$ cat src/rtl/alu_seq.sv
// Registered, handshaked ALU: single-cycle ops complete in one step, MUL runs
// an iterative shift-add over WIDTH BUSY cycles. One operation in flight.
module alu_seq #(
  parameter int WIDTH = 8
) (
  input  logic             clk,
  input  logic             rst,
  input  logic             in_valid,
  output logic             in_ready,
  input  logic [WIDTH-1:0] a,
  input  logic [WIDTH-1:0] b,
  input  logic [2:0]       opcode,
  output logic             out_valid,
  input  logic             out_ready,
  output logic [WIDTH-1:0] result,
  output logic             flag_z,
  output logic             flag_n,
  output logic             flag_c,
  output logic             flag_v
);

  localparam int CNT_W = $clog2(WIDTH + 1);

  localparam logic [2:0] OP_ADD  = 3'b000;
  localparam logic [2:0] OP_SUB  = 3'b001;
  localparam logic [2:0] OP_AND  = 3'b010;
  localparam logic [2:0] OP_OR   = 3'b011;
  localparam logic [2:0] OP_SLT  = 3'b100;
  localparam logic [2:0] OP_XOR  = 3'b101;
  localparam logic [2:0] OP_SLTU = 3'b110;
  localparam logic [2:0] OP_MUL  = 3'b111;

  typedef enum logic [1:0] {IDLE, BUSY, DONE} state_e;

  state_e state_q, state_d;

  logic [2*WIDTH-1:0] mcand_q, mcand_d;
  logic [2*WIDTH-1:0] acc_q, acc_d;
  logic [WIDTH-1:0]   mplier_q, mplier_d;
  logic [CNT_W-1:0]   cnt_q, cnt_d;
  logic [WIDTH-1:0]   res_q, res_d;
  logic               z_q, z_d, n_q, n_d, c_q, c_d, v_q, v_d;

  logic               accept;
  logic               last_iter;
  logic [2*WIDTH-1:0] acc_step;

  assign accept    = in_valid & in_ready;
  assign last_iter = (cnt_q == CNT_W'(1));
  assign acc_step  = mplier_q[0] ? (acc_q + mcand_q) : acc_q;

  // Single-cycle datapath, evaluated on the live inputs at the accept edge.
  logic [WIDTH:0]   sum_ext, diff_ext;
  logic             add_v, sub_v;
  logic [WIDTH-1:0] alu_res;
  logic             alu_c, alu_v;

  assign sum_ext  = {1'b0, a} + {1'b0, b};
  assign diff_ext = {1'b0, a} - {1'b0, b};
  assign add_v    = (a[WIDTH-1] == b[WIDTH-1]) && (sum_ext[WIDTH-1] != a[WIDTH-1]);
  assign sub_v    = (a[WIDTH-1] != b[WIDTH-1]) && (diff_ext[WIDTH-1] != a[WIDTH-1]);

  always_comb begin
    alu_res = '0;
    alu_c   = 1'b0;
    alu_v   = 1'b0;
    case (opcode)
      OP_ADD:  begin alu_res = sum_ext[WIDTH-1:0];  alu_c = sum_ext[WIDTH];  alu_v = add_v; end
      OP_SUB:  begin alu_res = diff_ext[WIDTH-1:0]; alu_c = diff_ext[WIDTH]; alu_v = sub_v; end
      OP_AND:  alu_res = a & b;
      OP_OR:   alu_res = a | b;
      // Sign of the difference corrected by overflow gives the true signed order.
      OP_SLT:  alu_res = WIDTH'(diff_ext[WIDTH-1] ^ sub_v);
      OP_XOR:  alu_res = a ^ b;
      OP_SLTU: alu_res = WIDTH'(diff_ext[WIDTH]);
      default: alu_res = '0;
    endcase
  end

  // FSM: state register
  always_ff @(posedge clk) begin
    if (rst) state_q <= IDLE;
    else     state_q <= state_d;
  end

  // FSM: next state
  always_comb begin
    state_d = state_q;
    case (state_q)
      IDLE:    if (accept) state_d = (opcode == OP_MUL) ? BUSY : DONE;
      BUSY:    if (last_iter) state_d = DONE;
      DONE:    if (out_ready) state_d = IDLE;
      default: state_d = IDLE;
    endcase
  end

  // FSM: outputs
  always_comb begin
    in_ready  = (state_q == IDLE);
    out_valid = (state_q == DONE);
  end

  // Datapath next state
  logic             load;
  logic [WIDTH-1:0] new_res;
  logic             new_c, new_v;

  always_comb begin
    mcand_d  = mcand_q;
    mplier_d = mplier_q;
    acc_d    = acc_q;
    cnt_d    = cnt_q;
    res_d    = res_q;
    z_d      = z_q;
    n_d      = n_q;
    c_d      = c_q;
    v_d      = v_q;
    load     = 1'b0;
    new_res  = '0;
    new_c    = 1'b0;
    new_v    = 1'b0;
    case (state_q)
      IDLE: begin
        if (accept) begin
          if (opcode == OP_MUL) begin
            mcand_d  = {{WIDTH{1'b0}}, a};
            mplier_d = b;
            acc_d    = '0;
            cnt_d    = CNT_W'(WIDTH);
          end else begin
            load    = 1'b1;
            new_res = alu_res;
            new_c   = alu_c;
            new_v   = alu_v;
          end
        end
      end
      BUSY: begin
        acc_d    = acc_step;
        mcand_d  = mcand_q << 1;
        mplier_d = mplier_q >> 1;
        cnt_d    = cnt_q - CNT_W'(1);
        if (last_iter) begin
          load    = 1'b1;
          new_res = acc_step[WIDTH-1:0];
          new_v   = |acc_step[2*WIDTH-1:WIDTH];
        end
      end
      default: ;
    endcase
    if (load) begin
      res_d = new_res;
      z_d   = ~|new_res;
      n_d   = new_res[WIDTH-1];
      c_d   = new_c;
      v_d   = new_v;
    end
  end

  always_ff @(posedge clk) begin
    if (rst) begin
      mcand_q  <= '0;
      mplier_q <= '0;
      acc_q    <= '0;
      cnt_q    <= '0;
      res_q    <= '0;
      z_q      <= 1'b0;
      n_q      <= 1'b0;
      c_q      <= 1'b0;
      v_q      <= 1'b0;
    end else begin
      mcand_q  <= mcand_d;
      mplier_q <= mplier_d;
      acc_q    <= acc_d;
      cnt_q    <= cnt_d;
      res_q    <= res_d;
      z_q      <= z_d;
      n_q      <= n_d;
      c_q      <= c_d;
      v_q      <= v_d;
    end
  end

  assign result = res_q;
  assign flag_z = z_q;
  assign flag_n = n_q;
  assign flag_c = c_q;
  assign flag_v = v_q;

endmodule
$ cat config.mk
export PLATFORM = sky130hd
export DESIGN_NAME = alu_seq
export DESIGN_NICKNAME = d
export VERILOG_FILES = /design/src/rtl/alu_seq.sv
export SDC_FILE = /design/constraint.sdc
export NUM_CORES = 1
export LEC_CHECK = 0
export CORE_ASPECT_RATIO = 0.6
export CORE_MARGIN = 8
export CORE_UTILIZATION = 25
export DETAILED_ROUTE_END_ITERATION = 7
export PLACE_DENSITY = 0.44
export SYNTH_ARGS = -nofsm -noshare
export SYNTH_HDL_FRONTEND = slang
export SYNTH_SLANG_ARGS = --single-unit
$ cat constraint.sdc
create_clock -name clk -period 2.8 [get_ports clk]
set_input_delay 0.42 -clock clk [delete_from_list [all_inputs] [get_ports clk]]
set_output_delay 0.42 -clock clk [all_outputs]
set_load 0.02 [all_outputs]
## Yosys cells after proc, flatten, opt, wreduce, memory -nomap -nowiden

Index checks and enable logic that the tools add are counted.

- Add/sub/neg operators: 4
- Multipliers: 0
- Divide/modulo/power cells: 0
- $lt $le $gt $ge: 0
- Eq/ne operators: 18
- Shifts and indexed selects: 0
- Multiplexer cells: 36
- Bitwise operators: 5
- Reductions and logical operators: 10

Operators by type and width:

| operator | count |
|---|---|
| 16-bit 2-to-1 mux | 5 |
| 16-bit case mux with 2 select lines | 2 |
| 8-bit case mux with 7 select lines | 1 |
| 8-bit 2-to-1 mux | 5 |
| 8-bit case mux with 2 select lines | 2 |
| 16-bit adder | 1 |
| 8-bit OR reduction | 2 |
| 3-bit equality test, second input constant | 4 |
| 8-bit by 8-bit adder with 9-bit output | 1 |
| 1-bit 2-to-1 mux | 9 |
| 8-bit by 8-bit subtractor with 9-bit output | 1 |
| 8-bit AND | 1 |
| 2-bit 2-to-1 mux | 4 |
| 4-bit 2-to-1 mux | 2 |
| 8-bit bitwise OR | 1 |
| 1-bit case mux with 2 select lines | 4 |
| 4-bit case mux with 2 select lines | 1 |
| 8-bit bitwise XOR | 1 |
| 3-bit by 2-bit equality test with 1-bit output, second input constant | 2 |
| 2-bit by 1-bit != test with 1-bit output, second input constant | 3 |
| 2-bit case mux with 3 select lines | 1 |
| 3-bit AND reduction | 2 |
| 4-bit by 1-bit equality test with 1-bit output, second input constant | 1 |
| 4-bit by 1-bit subtractor with 4-bit output, second input constant | 1 |
| other kinds (13) | 16 |

- Register bits after elaboration: 58
- Latch bits: 0
- Bits in writable memories: 0
- Memory bits (read-only): 0
- Bits of input ports: 23
- Output and inout port bits: 14
- Word-level logic and storage cells: 83
- Memories kept: 0

## Depth between registers and ports, before layout

Gate-level depths: netlist of the first run.

- Word-level depth: 10
- Mapped depth: 17
- Mapped depth without buffers: 17

## Least setup slack after synthesis of the first run

No wires, ideal clock.

- Path type: input -> register
- Start point: input port b[2]
- End point: register v_q (netlist: flag_v)
- Library setup time: 133 ps
- Data arrival time: 2860 ps
- Data required time: 2667 ps
- Path slack: -193 ps
- Stages: 17
- Path buffers: 0
- Cells stage by stage: inv_1 -> ha_1 -> inv_1 -> a21oi_1 -> o21bai_1 -> a21oi_1 -> nor2_1 -> nor2_1 -> nor2_1 -> nor2_1 -> fa_1 -> xnor2_1 -> nand3_1 -> o31ai_1 -> a22o_1 -> nor4_2 -> a211oi_1

- Longest elaborated chain between the ends: 7
- Elaborated cells between the ends (all ways): 10
- Those cells by class: add/sub: 2; eq/ne: 2; mux: 4; reduce/logical: 2

RTL lines:

| element | line | RTL |
|---|---|---|
| start, declared | 11 | `input logic [WIDTH-1:0] b,` |
| 8-bit by 8-bit subtractor with 9-bit output / 8-bit by 8-bit adder with 9-bit output (equally long branches) | 59, 58 |  |
| 1-bit != test, on equally long branches | 61, 60 |  |
| 1-bit logical AND, on equally long branches | 61, 60 |  |
| 1-bit case mux with 2 select lines (*) | 67 | `case (opcode)` |
| 1-bit 2-to-1 mux (*) | 125 | `if (opcode == OP_MUL) begin` |
| 1-bit 2-to-1 mux (*) | 124 | `if (accept) begin` |
| 1-bit case mux with 2 select lines (*) | 122 | `case (state_q)` |
| end signal, assigned | 180 | `v_q <= v_d;` |
| end, declared | 42 | `logic z_q, z_d, n_q, n_d, c_q, c_d, v_q, v_d;` |

Mark *: on every way between the ends. The rest lies on a longest branch, timed or not.
A chain may end at the register's enable or synchronous reset.

## Worst setup path after layout of the first run

- Start point: input port b[0]
- End point: register z_q (netlist: flag_z)

- Longest elaborated chain between the ends: 10
- Elaborated cells between the ends (all ways): 14
- Those cells by class: add/sub: 2; eq/ne: 1; mux: 4; bitwise: 4; reduce/logical: 3

RTL lines:

| element | line | RTL |
|---|---|---|
| 8-bit by 8-bit subtractor with 9-bit output | 59 | `assign diff_ext = {1'b0, a} - {1'b0, b};` |
| 1-bit != test | 61 | `assign sub_v = (a[WIDTH-1] != b[WIDTH-1]) && (diff_ext[WIDTH-1] != a[WIDTH-1]);` |
| 1-bit logical AND | 61 |  |
| 1-bit bitwise XOR | 73 | `OP_SLT: alu_res = WIDTH'(diff_ext[WIDTH-1] ^ sub_v);` |
| 8-bit case mux with 7 select lines (*) | 67 |  |
| 8-bit 2-to-1 mux (*) | 125 |  |
| 8-bit 2-to-1 mux (*) | 124 |  |
| 8-bit case mux with 2 select lines (*) | 122 |  |
| 8-bit OR reduction (*) | 153 | `z_d = ~\|new_res;` |
| 1-bit zero test (*) | 153 |  |
| end signal, assigned | 177 | `z_q <= z_d;` |
| end, declared | 42 |  |

Marked as above.

==> results of run 1 <==
-- through the flow --
stage               area [µm²]  setup TNS (ps)  power (mW)
global placement          5460           -5180        1.45
floorplan                 4340               0        1.19
global route              5910            -261        2.62
CTS                       5820           -51.2        2.51
detailed placement        5460           -5090        1.45
finish                    5910               0        2.49
-- power breakdown --
part / total (mW) / internal, mW / switching [mW] / leakage (nW)
Sequential: 0.867 / 0.841 / 0.0258 / 0.462
Combinational: 0.608 / 0.284 / 0.324 / 1.90
Clock: 1.02 / 0.619 / 0.400 / 0.135
-- area by class of cell --
cell class                      instances  share of cell area
Clock buffer                           11              0.0411
Clock inverter                          5             0.00529
Inverter                               30              0.0195
Multi-Input combinational cell        433               0.525
Sequential cell                        57               0.193
Tap cell                              234              0.0495
Timing Repair Buffer                  120               0.167
-- cell usage in the layout, fill, tap and decap left out, drive strengths merged, types with 14 or more instances in the layout --
cell            n
clkdlybuf4s50  23
nand2          52
dfxtp          57
ha             43
inv            30
o21ai          17
xnor2          15
a311oi         14
buf            89
a21oi          40
nor2           80
a22oi          20
-- state kept, by name, summed over array words and instances (netlist names) --
register  count
flag_c        1
state_q       2
mplier_q      8
flag_z        1
cnt_q         4
mcand_q      16
flag_v        1
acc_q        16
result        8
-- cell families (layout without fill, tap and decap cells) --
| group | count (synthesis) | after routing | synth area share |
|---|---|---|---|
| AND/OR/NAND/NOR | 192 | 192 | 0.202 |
| XOR/XNOR | 21 | 21 | 0.0427 |
| adder cells (fa/ha/maj) | 47 | 47 | 0.143 |
| flip-flops | 57 | 57 | 0.265 |
| AO/OA/AOI/OAI | 160 | 160 | 0.258 |
| buffers and inverters | 62 | 166 | 0.0557 |
| multiplexers | 13 | 13 | 0.0334 |
-- worst min-delay path by stage --
stage           startpoint          end  slack [ps]
2_1_floorplan  mplier_q[7]  mplier_q[6]         450
3_3_place_gp     result[6]    result[6]         440
3_5_place_dp     result[6]    result[6]         450
4_1_cts                rst    result[6]         380
5_1_grt                rst       flag_v         400
6_report               rst       flag_v         400
-- timing repair --
action / CTS / global route
pin swaps: 19 / 23
setup endpoints to repair: 8 / 6
buffers inserted: 5 / 2
hold endpoints to repair: 0 / 0
resized for setup: 45 / 23
hold buffers: 0 / 0
-- per-layer routing --
metal / track usage / vias to the layer above / wire, µm
li1: - / 2176 / -
met1: 0.208 / 2091 / 7910
met2: 0.165 / 102 / 5290
met3: 0.0373 / 8 / 831
met4: 0.0326 / 0 / 142
met5: 0 / - / 0
==> flow_summary.yaml, run 1 <==
global_route:
  grt_pass1_vias: 4076
  antenna_found_initial: 0
  grt_max_degree: 47
  overflow: 0
  grt_util_all_layers: 0.132
  grt_first_pass_wirelength_mm: 22.7
worst_setup_path:
  path_buf_inv: 3
  crit_type: "in -> reg"
  startpoint_type: "input port"
  worstPathArrival_ps: 3040
  slowest_delay_ps: 380
  r2r-end: "flag_v"
  end_kind: "flop"
  crit_chain: "dlygate4sd2_1, buf_4, ha_2, fa_2, a21o_1, a21oi_2, xnor2_1, o31ai_1, a211oi_2, buf_4, and4b_1, nand4_1, o31ai_1"
  crit_start: "b[0]"
  crit_family: "compound AO/OA/AOI/OAI gates"
  cp.depth: 13
  critPathCapture: "flag_z"
  cp_data_required_time_ps: 3050
  rr_startpoint: "mcand_q[0]"
  reg2reg_depth: 10
  path_max_fanout: 3
  worst_path_max_delay_cell: "fa_2"
  reg2reg_slack_ps: 30
min_path:
  hold-path-cell-count: 2
  min_path_type: "in -> reg"
yosys:
  ys_seq_elements: 57
  synth_ff_type: "dfxtp_1"
  synth_area_leaders: "dfxtp_1, ha_1, nor2_1"
  yosysTopAreaCellShare: 0.265
  synth_nets: 622
  mappedNetlistArea_um2: 4310
  synth_common_cells: "nor2_1, dfxtp_1, nand2_1, ha_1, a21oi_1"
  synth_edf_count: 0
  yosys.area.top_type: "dfxtp_1"
  yosysMostFrequentCell: "nor2_1"
  ys_seq_area_frac: 0.265
  synthCells: 552
  synth.distinct_cells: 63
  synthArstFlopShare: 0
  syn_area_per_cell_um2: 7.81
  yosys_warnings: 0
timing:
  hold_viol_final: 0
  max_freq_mhz: 358
  drv_slew: 0
  rsz0062_at_grt: "yes"
  hold_slack_ps: 400
  min_period_ps: 2790
  tightest_slew_ps: 906
  period_share: 0.996
  worst_slack_ps: 10.6
  setup_violations: 0
  fin_skew_ps: 13.2
  slew_headroom: 0.392
run_status:
  status: "complete, no violations"
clock_network:
  insertion_delay_ps: 330
  cts_inserted_buffers: 9
  cts.sinks: 57
  cts.path.max_buffers: 2
  cts-root-buf: "clkbuf_16"
  cts_tree: "built"
  worst_setup_hold_path_clk_slew_ps: 60
  ctsHtreeMaxLevel: 3
placement:
  place_ws_ps: -788
  detailed_place_hpwl_mm: 11.1
  gp_congestion: 0.832
  dp_cells: 867
  numPortBuffers: 36
floorplanning:
  die_area_um2: 21800
  design.portCount: 37
  core_area_um2: 17000
  initial_core_util: 0.254
  die_h_um: 118
  num_rows: 37
  die_x_um: 186
routing:
  num_vias: 4377
  ant_nets: 0
  drt_pass1_iterations: 5
  drt_wl_total_mm: 14.2
  vias_per_cell: 4.92
  drtIter0Drc: 334
  avgRoutedWirePerCell_um: 15.9
  post-route-drc-count: 0
finish:
  insertedDiodeCount: 0
  area.growth.synth_to_final_pct: 37.1
  final_nets: 721
  final_cells: 890
  fillerInstances: 1802
  regArea_um2: 1140
  multiInputGateArea_um2: 3100
  layout-drive-gt1-share: 0.223
  final_util: 0.348
power:
  power_density_nw_per_um2: 422
  vdd_drop_max_uv: 260
  p_leak_nw: 2.50
flow_run:
  max-cap-violations: 0
No activity file was read; power rests on OpenSTA's default activity.
==> run 2: changes to the inputs <==
--- a/config.mk
+++ b/config.mk
@@ -6,7 +6,6 @@
 export NUM_CORES = 1
 export LEC_CHECK = 0
 export CORE_ASPECT_RATIO = 0.6
-export CORE_MARGIN = 8
 export CORE_UTILIZATION = 25
 export DETAILED_ROUTE_END_ITERATION = 7
 export PLACE_DENSITY = 0.44
==> flow_summary.yaml, run 2 (synthesized netlist as in run 1, its figures left out) <==
timing:
  fin_skew_ps: 11.4
  tightest_slew_ps: 843
  max_freq_mhz: 359
  setup_violations: 0
  drv_slew: 0
  finalSetupTns_ps: 0
  hold_slack_ps: 458
  period_share: 0.995
  slew_headroom: 0.434
  min_period_ps: 2790
  rsz0062_at_grt: "yes"
  hold_viol_final: 0
global_route:
  grt_first_pass_wirelength_mm: 22.4
  grt_pass1_vias: 4096
  antenna_found_initial: 0
  overflow: 0
  grt_max_degree: 34
  grt_util_all_layers: 0.163
worst_setup_path:
  startpoint_type: "input port"
  worst_path_max_delay_cell: "fa_1"
  crit_type: "in -> reg"
  worstPathArrival_ps: 3030
  path_max_fanout: 2
  r2r-end: "flag_v"
  reg2reg_depth: 10
  slowest_delay_ps: 570
  crit_chain: "clkdlybuf4s50_1, inv_1, ha_1, nor2_1, nor2_1, nor2_1, nor2_2, fa_1, xnor2_1, nand3_1, o31ai_2, a22o_1, nor4_2, a211oi_1"
  rr_startpoint: "mcand_q[0]"
  cp_common_cell: "nor2_1"
  cp_data_required_time_ps: 3040
  end_kind: "flop"
  reg2reg_slack_ps: 50
clock_network:
  cts.path.max_buffers: 2
  ctsHtreeMaxLevel: 3
  insertion_delay_ps: 330
  cts_tree: "built"
  cts_inserted_buffers: 9
  cts.sinks: 57
  worst_setup_hold_path_clk_slew_ps: 60
  cts_hold_buf: 0
  cts-root-buf: "clkbuf_16"
placement:
  gp_congestion: 0.857
  detailed_place_hpwl_mm: 11.2
  placed_area_um2: 5460
  numPortBuffers: 36
finish:
  fillerInstances: 1721
  area.growth.synth_to_final_pct: 36.8
  final_util: 0.357
  final_cell_mix: "buf_4, nor2_1, dfxtp_1"
  final_nets: 721
  regArea_um2: 1140
  multiInputGateArea_um2: 3100
  insertedDiodeCount: 0
  layout_commonest_cell: "buf_4"
  layout-drive-gt1-share: 0.221
  reg_top3: "acc_q x16, mcand_q x16"
  fin_area_um2: 5900
floorplanning:
  num_rows: 36
  design.portCount: 37
  die_area_um2: 17800
  die_x_um: 172
  initial_core_util: 0.261
  core_area_um2: 16500
  die_h_um: 104
run_status:
  status: "complete, no violations"
power:
  p_clk_frac: 0.424
  combPwrFrac: 0.236
  power.total_mw: 2.55
  power_density_nw_per_um2: 433
  switching_share: 0.295
  power_frac_seq: 0.339
  switchingPower_mw: 0.753
  vdd_drop_max_uv: 240
  intPower_mw: 1.80
  p_leak_nw: 2.48
flow_run:
  max-cap-violations: 0
min_path:
  worst_hold_path.endpoint: "result[1]"
  min_path_type: "reg -> reg"
  hp-start: "result[1]"
  hold-path-cell-count: 2
routing:
  post-route-drc-count: 0
  drt_pass1_iterations: 5
  drtIter0Drc: 342
  drt_wl_total_mm: 14.1
  avgRoutedWirePerCell_um: 16.0
  vias_per_cell: 4.93
  num_vias: 4357
  ant_nets: 0
run 2: cell count changes in the layout (fill, tap and decap cells not counted), moves of 2 or more:
cell | before | now
clkdlybuf4s50_1 | 23 | 25
nor2_1 | 77 | 79
dlymetal6s2s_1 | 2 | 0
nor2_2 | 3 | 1
run 2: repair_timing:
| action | 4_1_cts | 5_1_grt |
|---|---|---|
| endpoints found under the setup margin | 7 | 4 |
| gates cloned | 0 | 0 |
| gates resized for setup | 49 | 15 |
| setup buffers | 6 | 0 |
| pin swaps | 23 | 19 |
run 2: worst max path at each step:
stage	from	end	slack, ps	depth (start not counted)
final	a[5]	flag_v	10	14
after global routing	a[1]	flag_v	-150	18
after CTS	a[1]	flag_v	-80	18
after detailed placement	a[1]	flag_v	-830	18
after global placement	a[0]	flag_z	-780	15
after floorplan	b[2]	flag_v	30	17
run 2: cell type report:
cell class                 instances  share of cell area
clock buffer                       9              0.0382
multi-input combinational        433               0.525
timing repair buffer             120               0.166
clock inverter                     6              0.0102
sequential                        57               0.193
tap                              228              0.0484
inverter                          30              0.0191
run 2: power by group through the flow:
| stage | registers, mW | clock network, mW | logic, mW |
|---|---|---|---|
| floorplan | 0.887 | 0 | 0.300 |
| global placement | 0.882 | 0 | 0.566 |
| detailed placement | 0.883 | 0 | 0.567 |
| CTS | 0.866 | 1.10 | 0.589 |
| global route | 0.870 | 1.15 | 0.656 |
| finish | 0.866 | 1.08 | 0.603 |
run 2: worst max-delay path: cells and delay by family:
| family | cells | cell delay, ps |
|---|---|---|
| AOI/OAI and AO/OA | 3 | 490 |
| xor gates and xnor gates | 1 | 120 |
| adders and majority gates | 2 | 870 |
| buffers and inverters | 2 | 570 |
| and+or+nand+nor | 6 | 550 |
run 2: routing by layer:
metal / global-route usage / share of wire / vias to the layer above
met5: 0 / 0 / -
met4: 0.0261 / 0.0057 / 0
met3: 0.0355 / 0.066 / 9
met2: 0.210 / 0.37 / 126
met1: 0.267 / 0.56 / 2046
li1: - / - / 2176
run 2: stage by stage:
step / instances / worst slack, ps
after floorplan: 552 / 33.8
after global placement: 863 / -779
after detailed placement: 863 / -829
after CTS: 883 / -84.2
after global routing: 883 / -155
final: 883 / 14.4
